`config.mk`:
```
export PLATFORM = sky130hd
export DESIGN_NAME = ysyx_22050019_div_ctrl_flat
export DESIGN_NICKNAME = d
export VERILOG_FILES = /design/src/rtl/ysyx_22050019_div_ctrl_if.sv /design/src/rtl/ysyx_22050019_div_ctrl.sv /design/src/flat_wrapper.sv
export SDC_FILE = /design/constraint.sdc
export NUM_CORES = 1
export LEC_CHECK = 0
export ABC_AREA = 1
export BUFFER_PORTS_ARGS = -buffer_cell sky130_fd_sc_hd__buf_2
export CAP_MARGIN = 40
export CORE_AREA = 4 4 163 165
export CTS_BUF_LIST = sky130_fd_sc_hd__clkbuf_8
export DETAILED_ROUTE_END_ITERATION = 6
export DIE_AREA = 0 0 167 169
export GPL_ROUTABILITY_DRIVEN = 1
export PLACE_DENSITY = 0.71
export SKIP_CTS_REPAIR_TIMING = 1
export SLEW_MARGIN = 30
export SYNTH_ARGS = -nofsm -noshare
export SYNTH_HDL_FRONTEND = slang
export SYNTH_SLANG_ARGS = --single-unit
```
`constraint.sdc`:
```
create_clock -name clk -period 1.6 [get_ports clk]
set_input_delay 0.24 -clock clk [delete_from_list [all_inputs] [get_ports clk]]
set_output_delay 0.24 -clock clk [all_outputs]
set_load 0.1 [all_outputs]
```
`src/rtl/ysyx_22050019_div_ctrl_if.sv`:
```
`default_nettype none
// ============================================================================
//  Module   : ysyx_22050019_div_ctrl_if
//  Brief    : Request/response bus between the divide controller and the
//             iterative 64/64 divider.
//  Revision : 1.0  initial release
// ============================================================================
interface ysyx_22050019_div_ctrl_if;
  logic        div_valid;
  logic [7:0]  div_type_o;
  logic [63:0] dividend_o;
  logic [63:0] divisor_o;
  logic        result_ready;
  logic [63:0] div_out;
  logic        div_stall;
  logic        result_ok;

  // Controller side: issues requests and accepts results
  modport master (
    output div_valid, div_type_o, dividend_o, divisor_o, result_ready,
    input  div_out, div_stall, result_ok
  );

  // Divider side
  modport slave (
    input  div_valid, div_type_o, dividend_o, divisor_o, result_ready,
    output div_out, div_stall, result_ok
  );
endinterface
`default_nettype wire

```
`src/rtl/ysyx_22050019_div_ctrl.sv`:
```
`default_nettype none
// ============================================================================
//  Module   : ysyx_22050019_div_ctrl
//  Brief    : Requester-side controller for the iterative divider. Encodes
//             RV64M div/rem ops into a one-hot type, issues them for a single
//             cycle, collects the result and hands it to writeback. Results
//             of flushed ops are drained since the divider cannot abort.
//  Revision : 1.0  initial release
// ============================================================================
module ysyx_22050019_div_ctrl #(
  parameter int TIMEOUT = 80
) (
  input  logic                            clk,
  input  logic                            rst_n,
  // EXU side
  input  logic                            ex_valid,
  input  logic                            ex_is_div,
  input  logic [2:0]                      funct3,
  input  logic                            is_word,
  input  logic [63:0]                     rs1_data,
  input  logic [63:0]                     rs2_data,
  input  logic [4:0]                      rd_addr,
  input  logic                            flush,
  output logic                            ex_stall,
  // Divider bus
  ysyx_22050019_div_ctrl_if.master        div_if,
  // Writeback side
  output logic                            wb_valid,
  output logic [4:0]                      wb_rd,
  output logic [63:0]                     wb_data,
  input  logic                            wb_ready,
  output logic                            timeout_err
);

  localparam logic [2:0] c_IDLE  = 3'd0;
  localparam logic [2:0] c_ISSUE = 3'd1;
  localparam logic [2:0] c_WAIT  = 3'd2;
  localparam logic [2:0] c_DRAIN = 3'd3;
  localparam logic [2:0] c_RESP  = 3'd4;

  localparam int              c_CW  = $clog2(TIMEOUT + 1);
  localparam logic [c_CW-1:0] c_TMO = c_CW'(TIMEOUT);
  localparam logic [c_CW-1:0] c_ONE = c_CW'(1);

  logic [2:0]      state_q, state_d;
  logic [7:0]      type_q, type_d;
  logic [63:0]     dvd_q, dvd_d;
  logic [63:0]     dvs_q, dvs_d;
  logic [4:0]      rd_q, rd_d;
  logic [63:0]     data_q, data_d;
  logic [c_CW-1:0] cnt_q, cnt_d;
  logic            err_q, err_d;

  logic            w_req;
  logic [7:0]      w_type;
  logic            w_in_wd_q;
  logic            w_in_wd_d;
  logic            w_entry;

  assign w_req = ex_valid & ex_is_div & funct3[2];

  // Map {is_word, funct3[1:0]} onto the divider's one-hot op type
  always_comb begin
    w_type = 8'h00;
    case ({is_word, funct3[1:0]})
      3'b000:  w_type = 8'h80;  // DIV
      3'b001:  w_type = 8'h40;  // DIVU
      3'b010:  w_type = 8'h08;  // REM
      3'b011:  w_type = 8'h04;  // REMU
      3'b100:  w_type = 8'h10;  // DIVW
      3'b101:  w_type = 8'h20;  // DIVUW
      3'b110:  w_type = 8'h01;  // REMW
      3'b111:  w_type = 8'h02;  // REMUW
      default: w_type = 8'h00;
    endcase
  end

  // Next-state, request latching, result capture and timeout tracking
  always_comb begin
    state_d = state_q;
    type_d  = type_q;
    dvd_d   = dvd_q;
    dvs_d   = dvs_q;
    rd_d    = rd_q;
    data_d  = data_q;

    case (state_q)
      c_IDLE: begin
        if (w_req && !flush) begin
          type_d  = w_type;
          dvd_d   = rs1_data;
          dvs_d   = rs2_data;
          rd_d    = rd_addr;
          state_d = c_ISSUE;
        end
      end
      c_ISSUE: begin
        if (div_if.div_stall) begin
          state_d = flush ? c_DRAIN : c_WAIT;
        end else begin
          // Divide-by-zero / overflow: divider answers in the issue cycle
          data_d  = div_if.div_out;
          state_d = flush ? c_IDLE : c_RESP;
        end
      end
      c_WAIT: begin
        if (div_if.result_ok) begin
          data_d  = div_if.div_out;
          state_d = flush ? c_IDLE : c_RESP;
        end else if (flush) begin
          state_d = c_DRAIN;
        end
      end
      c_DRAIN: begin
        if (div_if.result_ok) begin
          state_d = c_IDLE;
        end
      end
      c_RESP: begin
        if (flush || wb_ready) begin
          state_d = c_IDLE;
        end
      end
      default: state_d = c_IDLE;
    endcase

    // Counter restarts whenever WAIT or DRAIN is entered (including WAIT->DRAIN)
    w_in_wd_q = (state_q == c_WAIT) || (state_q == c_DRAIN);
    w_in_wd_d = (state_d == c_WAIT) || (state_d == c_DRAIN);
    w_entry   = w_in_wd_d && (state_d != state_q);

    if (w_entry) begin
      cnt_d = '0;
    end else if (w_in_wd_q && (cnt_q != c_TMO)) begin
      cnt_d = cnt_q + c_ONE;
    end else begin
      cnt_d = cnt_q;
    end

    // Sticky; the FSM keeps waiting after the error is flagged
    err_d = err_q | (w_in_wd_d && !w_entry && (cnt_d == c_TMO));
  end

  // State and datapath registers
  always_ff @(posedge clk) begin
    if (!rst_n) begin
      state_q <= c_IDLE;
      type_q  <= 8'h00;
      dvd_q   <= 64'd0;
      dvs_q   <= 64'd0;
      rd_q    <= 5'd0;
      data_q  <= 64'd0;
      cnt_q   <= '0;
      err_q   <= 1'b0;
    end else begin
      state_q <= state_d;
      type_q  <= type_d;
      dvd_q   <= dvd_d;
      dvs_q   <= dvs_d;
      rd_q    <= rd_d;
      data_q  <= data_d;
      cnt_q   <= cnt_d;
      err_q   <= err_d;
    end
  end

  // div_valid only in ISSUE so a returning-to-idle divider never sees a re-issue
  assign div_if.div_valid    = (state_q == c_ISSUE);
  assign div_if.div_type_o   = type_q;
  assign div_if.dividend_o   = dvd_q;
  assign div_if.divisor_o    = dvs_q;
  assign div_if.result_ready = w_in_wd_q & div_if.result_ok;

  assign wb_valid    = (state_q == c_RESP);
  assign wb_rd       = rd_q;
  assign wb_data     = data_q;
  assign timeout_err = err_q;

  assign ex_stall = ((state_q == c_IDLE) & w_req)
                  | (state_q == c_ISSUE)
                  | (state_q == c_WAIT)
                  | (state_q == c_DRAIN)
                  | ((state_q == c_RESP) & ~wb_ready);

endmodule
`default_nettype wire

```
`src/flat_wrapper.sv`:
```
// flat-port wrapper written by rule: the top's interface ports become plain ports
module ysyx_22050019_div_ctrl_flat 
#(
  parameter int TIMEOUT = 80
)
  (clk, rst_n, ex_valid, ex_is_div, funct3, is_word, rs1_data, rs2_data, rd_addr, flush, ex_stall, wb_valid, wb_rd, wb_data, wb_ready, timeout_err, div_if_div_valid, div_if_div_type_o, div_if_dividend_o, div_if_divisor_o, div_if_result_ready, div_if_div_out, div_if_div_stall, div_if_result_ok);
  ysyx_22050019_div_ctrl_if div_if_i ();
  input  logic clk;
  input  logic rst_n;
  input  logic ex_valid;
  input  logic ex_is_div;
  input  logic [2:0] funct3;
  input  logic is_word;
  input  logic [63:0] rs1_data;
  input  logic [63:0] rs2_data;
  input  logic [4:0] rd_addr;
  input  logic flush;
  output logic ex_stall;
  output logic wb_valid;
  output logic [4:0] wb_rd;
  output logic [63:0] wb_data;
  input  logic wb_ready;
  output logic timeout_err;
  output wire logic [$bits(div_if_i.div_valid)-1:0] div_if_div_valid;
  output wire logic [$bits(div_if_i.div_type_o)-1:0] div_if_div_type_o;
  output wire logic [$bits(div_if_i.dividend_o)-1:0] div_if_dividend_o;
  output wire logic [$bits(div_if_i.divisor_o)-1:0] div_if_divisor_o;
  output wire logic [$bits(div_if_i.result_ready)-1:0] div_if_result_ready;
  input wire logic [$bits(div_if_i.div_out)-1:0] div_if_div_out;
  input wire logic [$bits(div_if_i.div_stall)-1:0] div_if_div_stall;
  input wire logic [$bits(div_if_i.result_ok)-1:0] div_if_result_ok;
  assign div_if_div_valid = div_if_i.div_valid;
  assign div_if_div_type_o = div_if_i.div_type_o;
  assign div_if_dividend_o = div_if_i.dividend_o;
  assign div_if_divisor_o = div_if_i.divisor_o;
  assign div_if_result_ready = div_if_i.result_ready;
  assign div_if_i.div_out = div_if_div_out;
  assign div_if_i.div_stall = div_if_div_stall;
  assign div_if_i.result_ok = div_if_result_ok;
  ysyx_22050019_div_ctrl #(.TIMEOUT(TIMEOUT)) u_core (.clk(clk), .rst_n(rst_n), .ex_valid(ex_valid), .ex_is_div(ex_is_div), .funct3(funct3), .is_word(is_word), .rs1_data(rs1_data), .rs2_data(rs2_data), .rd_addr(rd_addr), .flush(flush), .ex_stall(ex_stall), .div_if(div_if_i), .wb_valid(wb_valid), .wb_rd(wb_rd), .wb_data(wb_data), .wb_ready(wb_ready), .timeout_err(timeout_err));
endmodule
```
; Word-level counts from Yosys, hierarchy flattened
; Memory sizes are Yosys's and may differ from the RTL's. A register that Yosys moved wholly into a read port is not among the register bits.
; Cells that the tools add are included.
[word_totals]
input_bits = 209
wordCells = 60
output_inout_bits = 210
memories = 1
ff_bits = 208
mem_bits_ro = 64
[memory_table]
columns = memory, depth, word_bits, rd, rd_clocked_by_memory_dff, wr, line
row1 = (no name shown), 8, 8, 1, 1, 0, ysyx_22050019_div_ctrl.sv:65  ; case ({is_word, funct3[1:0]})
[classes]
add_sub_neg = 1
n_eq_ne = 11
reduce_logical = 15
muxes = 14
bitwise = 11
[ops]
columns = op, count
row1 = 2-to-1 mux 64 bit, 2
row2 = case mux 64 bit (2 select lines), 1
row3 = 2-to-1 mux 3 bit, 7
row4 = case mux 3 bit (5 select lines), 1
row5 = 2-to-1 mux 7 bit, 2
row6 = == test 3 x 2 -> 1 bit (second input constant), 4
row7 = adder 7 x 1 -> 7 bit (second input constant), 1
row8 = == test 7 bit (second input constant), 1
row9 = != test 7 bit (second input constant), 1
row10 = AND 1 bit, 5
row11 = logical AND 1 bit, 5
row12 = bitwise OR 1 bit, 5
row13 = != test 2 bit (second input constant), 2
row14 = == test 3 x 1 -> 1 bit (second input constant), 1
row15 = == test 3 bit (second input constant), 1
row16 = zero test 1 bit, 3
row17 = zero test 3 bit, 1
row18 = logical OR 1 bit, 3
row19 = != test 3 bit, 1
row20 = AND reduction 3 bit, 1
row21 = AND reduction 2 bit, 1
row22 = nonzero test 2 bit, 1
row23 = 2-to-1 mux 1 bit, 1
row24 = NOT 1 bit, 1

; Depth between registers and ports, before layout
[logic_depth]
ltp_word = 12
ltp_mapped = 15
ltp_nobuf = 15

; Worst setup path before layout
; No wires, ideal clock.
[synth_timing]
kind = reg-to-output
start = reg u_core.state_q[0]
end = out wb_valid
slack_ns = -0.478
arrival_time_ns = 1.838
path_stages_with_launch = 4
path_buffers = 0
required_ns = 1.360
cell_sequence = dfxtp_1 -> nor2_2 -> inv_1 -> nor2_1
[synth_between]
elab_chain_len = 1
[synth_rtl]
columns = element, line
row1 = start: declaration, ysyx_22050019_div_ctrl.sv:45  ; logic [2:0] state_q, state_d;
row2 = start signal: assignment, ysyx_22050019_div_ctrl.sv:147  ; state_q <= c_IDLE;
row3 = start signal: assignment, ysyx_22050019_div_ctrl.sv:156  ; state_q <= state_d;
row4 = == test 3 bit, ysyx_22050019_div_ctrl.sv:174  ; assign wb_valid = (state_q == c_RESP);
row5 = end: declaration, flat_wrapper.sv:19  ; output logic wb_valid;
; No other way between the ends.

; Final worst setup path
[layout_timing]
start = reg u_core.state_q[0]
end = out ex_stall
[layout_between]
elab_chain_len = 6
word_cells_on_any_way = 11
cone_classes = 4 x eq/ne / 6 x bitwise / 1 x reduce/logical
[layout_rtl]
columns = element, line
row1 = zero test 3 bit, ysyx_22050019_div_ctrl.sv:179  ; assign ex_stall = ((state_q == c_IDLE) & w_req)
row2 = AND 1 bit, ysyx_22050019_div_ctrl.sv:179
row3 = bitwise OR 1 bit, ysyx_22050019_div_ctrl.sv:180  ; | (state_q == c_ISSUE)
row4 = bitwise OR 1 bit, ysyx_22050019_div_ctrl.sv:181  ; | (state_q == c_WAIT)
row5 = bitwise OR 1 bit, ysyx_22050019_div_ctrl.sv:182  ; | (state_q == c_DRAIN)
row6 = bitwise OR 1 bit *, ysyx_22050019_div_ctrl.sv:183  ; | ((state_q == c_RESP) & ~wb_ready);
row7 = end: declaration, flat_wrapper.sv:18  ; output logic ex_stall;
; Mark *: on every way between the ends. The rest lies on a longest branch, timed or not.

==> results.sh <==
export IMPL_status="finished with violations"
export IMPL_violations="negative hold slack, negative setup slack"
export IMPL_drt_first_pass_iters=6
export IMPL_die_x_um=167
export IMPL_drtIter0Drc=503
export IMPL_yosys_register_bits=216
export IMPL_crit_path_end_kind="output pin"
export IMPL_min_path_type="in -> reg"
export IMPL_clk_latency_ns=0.52
export IMPL_h_tree_depth=2
export IMPL_mappedNetlistNets=1234
export IMPL_start_util_pct=31.1
export IMPL_io_pins=419
export IMPL_grt_busiest_layer="met2"
export IMPL_grtUsageMet1_pct=19.2
export IMPL_worst_ep_required_time_ns=1.36
export IMPL_synth_distinct_cells=23
export IMPL_synth_top_area_share_pct=55.5
export IMPL_dieHeight_um=169
export IMPL_drive_above_1_share_pct=32.7
export IMPL_syn_area_um2=7800
export IMPL_vias=9613
export IMPL_cts_sinks=216
export IMPL_synth_area_leaders="dfxtp_1 (55%), nor2_1 (14%), o21ai_0 (8.8%)"
export IMPL_detail_route_wl_per_cell_um=15.8
export IMPL_holdWs_ns=-0.0217
export IMPL_hold_viol_final=2
export IMPL_port_buffer_count=418
export IMPL_numCtsBuffers=39
export IMPL_routed_wl_mm=31.5
export IMPL_critical_path_arrival_ns=1.52
export IMPL_clk_pin_slew_ns=0.06
export IMPL_place_inst=1730
export IMPL_final_nets=1849
export IMPL_antenna_found_initial=2
export IMPL_place_gp_congestion=0.893
export IMPL_layoutNonFillerInstCount=1999
export IMPL_layout_common_cells="buf_2 (387), nor2_1 (277), dfxtp_1 (212), dlygate4sd3_1 (191), nand2_1 (169)"
export IMPL_worst_pin_slew_ns=0.527
export IMPL_crit_chain="nor2_4, buf_6, nand2_1, nand2_1, nand2_2, buf_12"
export IMPL_drc_errors=0
export IMPL_hpwl_mm=18.6
export IMPL_final_common_cell="buf_2"
export IMPL_cp_slowest_stage_delay_ns=0.37
export IMPL_worst_slack_ns=-0.156
export IMPL_cts_tree="yes"
export IMPL_rows=58
export IMPL_ys_warn_count=0
export IMPL_fillers=2167
export IMPL_period_minus_slack_ns=1.76
export IMPL_muxShareOfSynthArea_pct=0
export IMPL_critPathSlowestCell="dfxtp_4"
export IMPL_critPathMostFrequentCell="nand2_1"
export IMPL_cts_root_buf="clkbuf_8"
export IMPL_die_area_um2=28200
export IMPL_seq_area_frac_synth_pct=55.5
export IMPL_path_max_fanout=6
export IMPL_grtUsageMet3_pct=6.45
export IMPL_track_usage_pct=17.1
export IMPL_via_per_inst=4.81
export IMPL_grt_use_met2_pct=29.6
export IMPL_worstSetupStartpointType="register"
export IMPL_p_leak_nw=6.54
export IMPL_criticalPathCategory="reg -> out"
export IMPL_synth_area_per_cell_um2=7.62
export IMPL_maxCapViolations=0
export IMPL_syn_to_final_growth_pct=70.6
export IMPL_skew_ns=0.0274
export IMPL_cts_buffer_depth=3
export IMPL_yosys_area_share_simple_pct=25.1
export IMPL_synthAdderAreaFrac_pct=0.321
export IMPL_core_um2=25000
export IMPL_ir_drop_mv=0.638
export IMPL_grt_pass1_wl_mm=40.6
export IMPL_grt_pass1_vias=8286
export IMPL_overflow=0
export IMPL_synth_top_family_by_area="simple AND/OR/NAND/NOR gates"
export IMPL_finalMaxSlewViolations=0
export IMPL_setup_viol=5
export IMPL_ant_nets=0
export IMPL_maxSlewHeadroom_pct=65.1
export IMPL_synth_compound_area_share_pct=13.8
export IMPL_synth_top_area_cell="dfxtp_1"
export IMPL_fmax_mhz=569
export IMPL_powerDensity_nw_per_um2=965
export IMPL_grt_setup_unrepaired="true"
export IMPL_synthXorXnorAreaFrac_pct=0.337
export IMPL_fin_crit_sh_pct=110
export IMPL_grt_max_degree=75
export IMPL_synthCells=1023
cells by family (layout without fill, tap and decap cells):
group,after synthesis,in the layout
compound gates,214,214
xor+xnor,3,3
simple gates,497,497
buf+inv,91,736
fa+ha+maj,2,2
other cells,0,1
flops,216,216
metrics by stage:
stage | cell area (µm²) | setup WS, ns | power (mW) | utilization (%) | setup TNS (ns)
2_1_floorplan | 7800 | -0.0173 | 7.04 | - | -0.0173
3_3_place_gp | 10400 | 0.0152 | 7.57 | 41.4 | 0
3_5_place_dp | 10400 | -0.0629 | 7.58 | 41.4 | -0.0629
4_1_cts | 11100 | -0.334 | 12.6 | 44.4 | -1.32
5_1_grt | 13300 | -0.259 | 13.4 | 53.1 | -2.54
6_report | 13300 | -0.156 | 12.8 | 53.1 | -0.474
path summary, 6_finish.rpt:
kind / end / slack, ns / cells past startpoint / from
max: ex_stall / -0.16 / 6 / u_core.state_q[0]
min: u_core.div_if.dividend_o[51] / -0.02 / 3 / rs1_data[51]
max reg2reg: u_core.div_if.divisor_o[41] / -0.01 / 8 / u_core.state_q[0]
min reg2reg: u_core.wb_data[0] / 0.46 / 2 / u_core.wb_data[0]
cell usage after synthesis:
master and count:
nand2_2 4, inv_1 21, nor2_8 1, nand2_1 172
xor2_1 2, nor2_2 3, nor2_4 1, dfxtp_1 216
a21oi_1 75, buf_4 8, nand3_1 15, a21oi_2 1
nand3b_1 1, ha_1 2, nand3_2 1, o21ai_0 137
inv_2 4, nand4_1 10, nor2_1 289, clkbuf_1 47
buf_2 11, a31oi_1 1, xnor2_1 1
area by class of cell:
class,count,area [µm²],share of cell area (%)
timing repair buffer,640,4530,34.1
sequential,216,4330,32.6
multi-input combinational,716,3170,23.8
clock buffer,46,633,4.76
tap,330,413,3.10
clock inverter,25,118,0.884
inverter,25,104,0.781
antenna,1,2.50,0.0188
critical path: cells and delay by family (launching register included):
family / cells / cell delay (ns)
buffers and inverters: 2 / 0.29
and+or+nand+nor: 4 / 0.34
DFF: 1 / 0.37
report_power, final:
group | switching, mW | internal (mW) | total [mW]
registers | 0.0731 | 5.52 | 5.60
clock network | 2.28 | 2.63 | 4.91
logic | 1.60 | 0.734 | 2.33
total | 3.95 | 8.89 | 12.8
per-layer routing:
layer,vias up,routed length [µm]
met3,131,2990
met1,4416,11400
li1,4512,-
met2,552,15900
met4,2,1310
met5,-,7
flip-flops by register name (all words and copies together), names as in the netlist:
| signal | count |
|---|---|
| u_core.timeout_err | 1 |
| u_core.div_if.dividend_o | 64 |
| u_core.div_if.divisor_o | 64 |
| u_core.wb_rd | 5 |
| u_core.wb_data | 64 |
| u_core.div_if.div_type_o | 8 |
| u_core.state_q | 3 |
| u_core.cnt_q | 7 |
No activity file was read; power rests on OpenSTA's default activity.
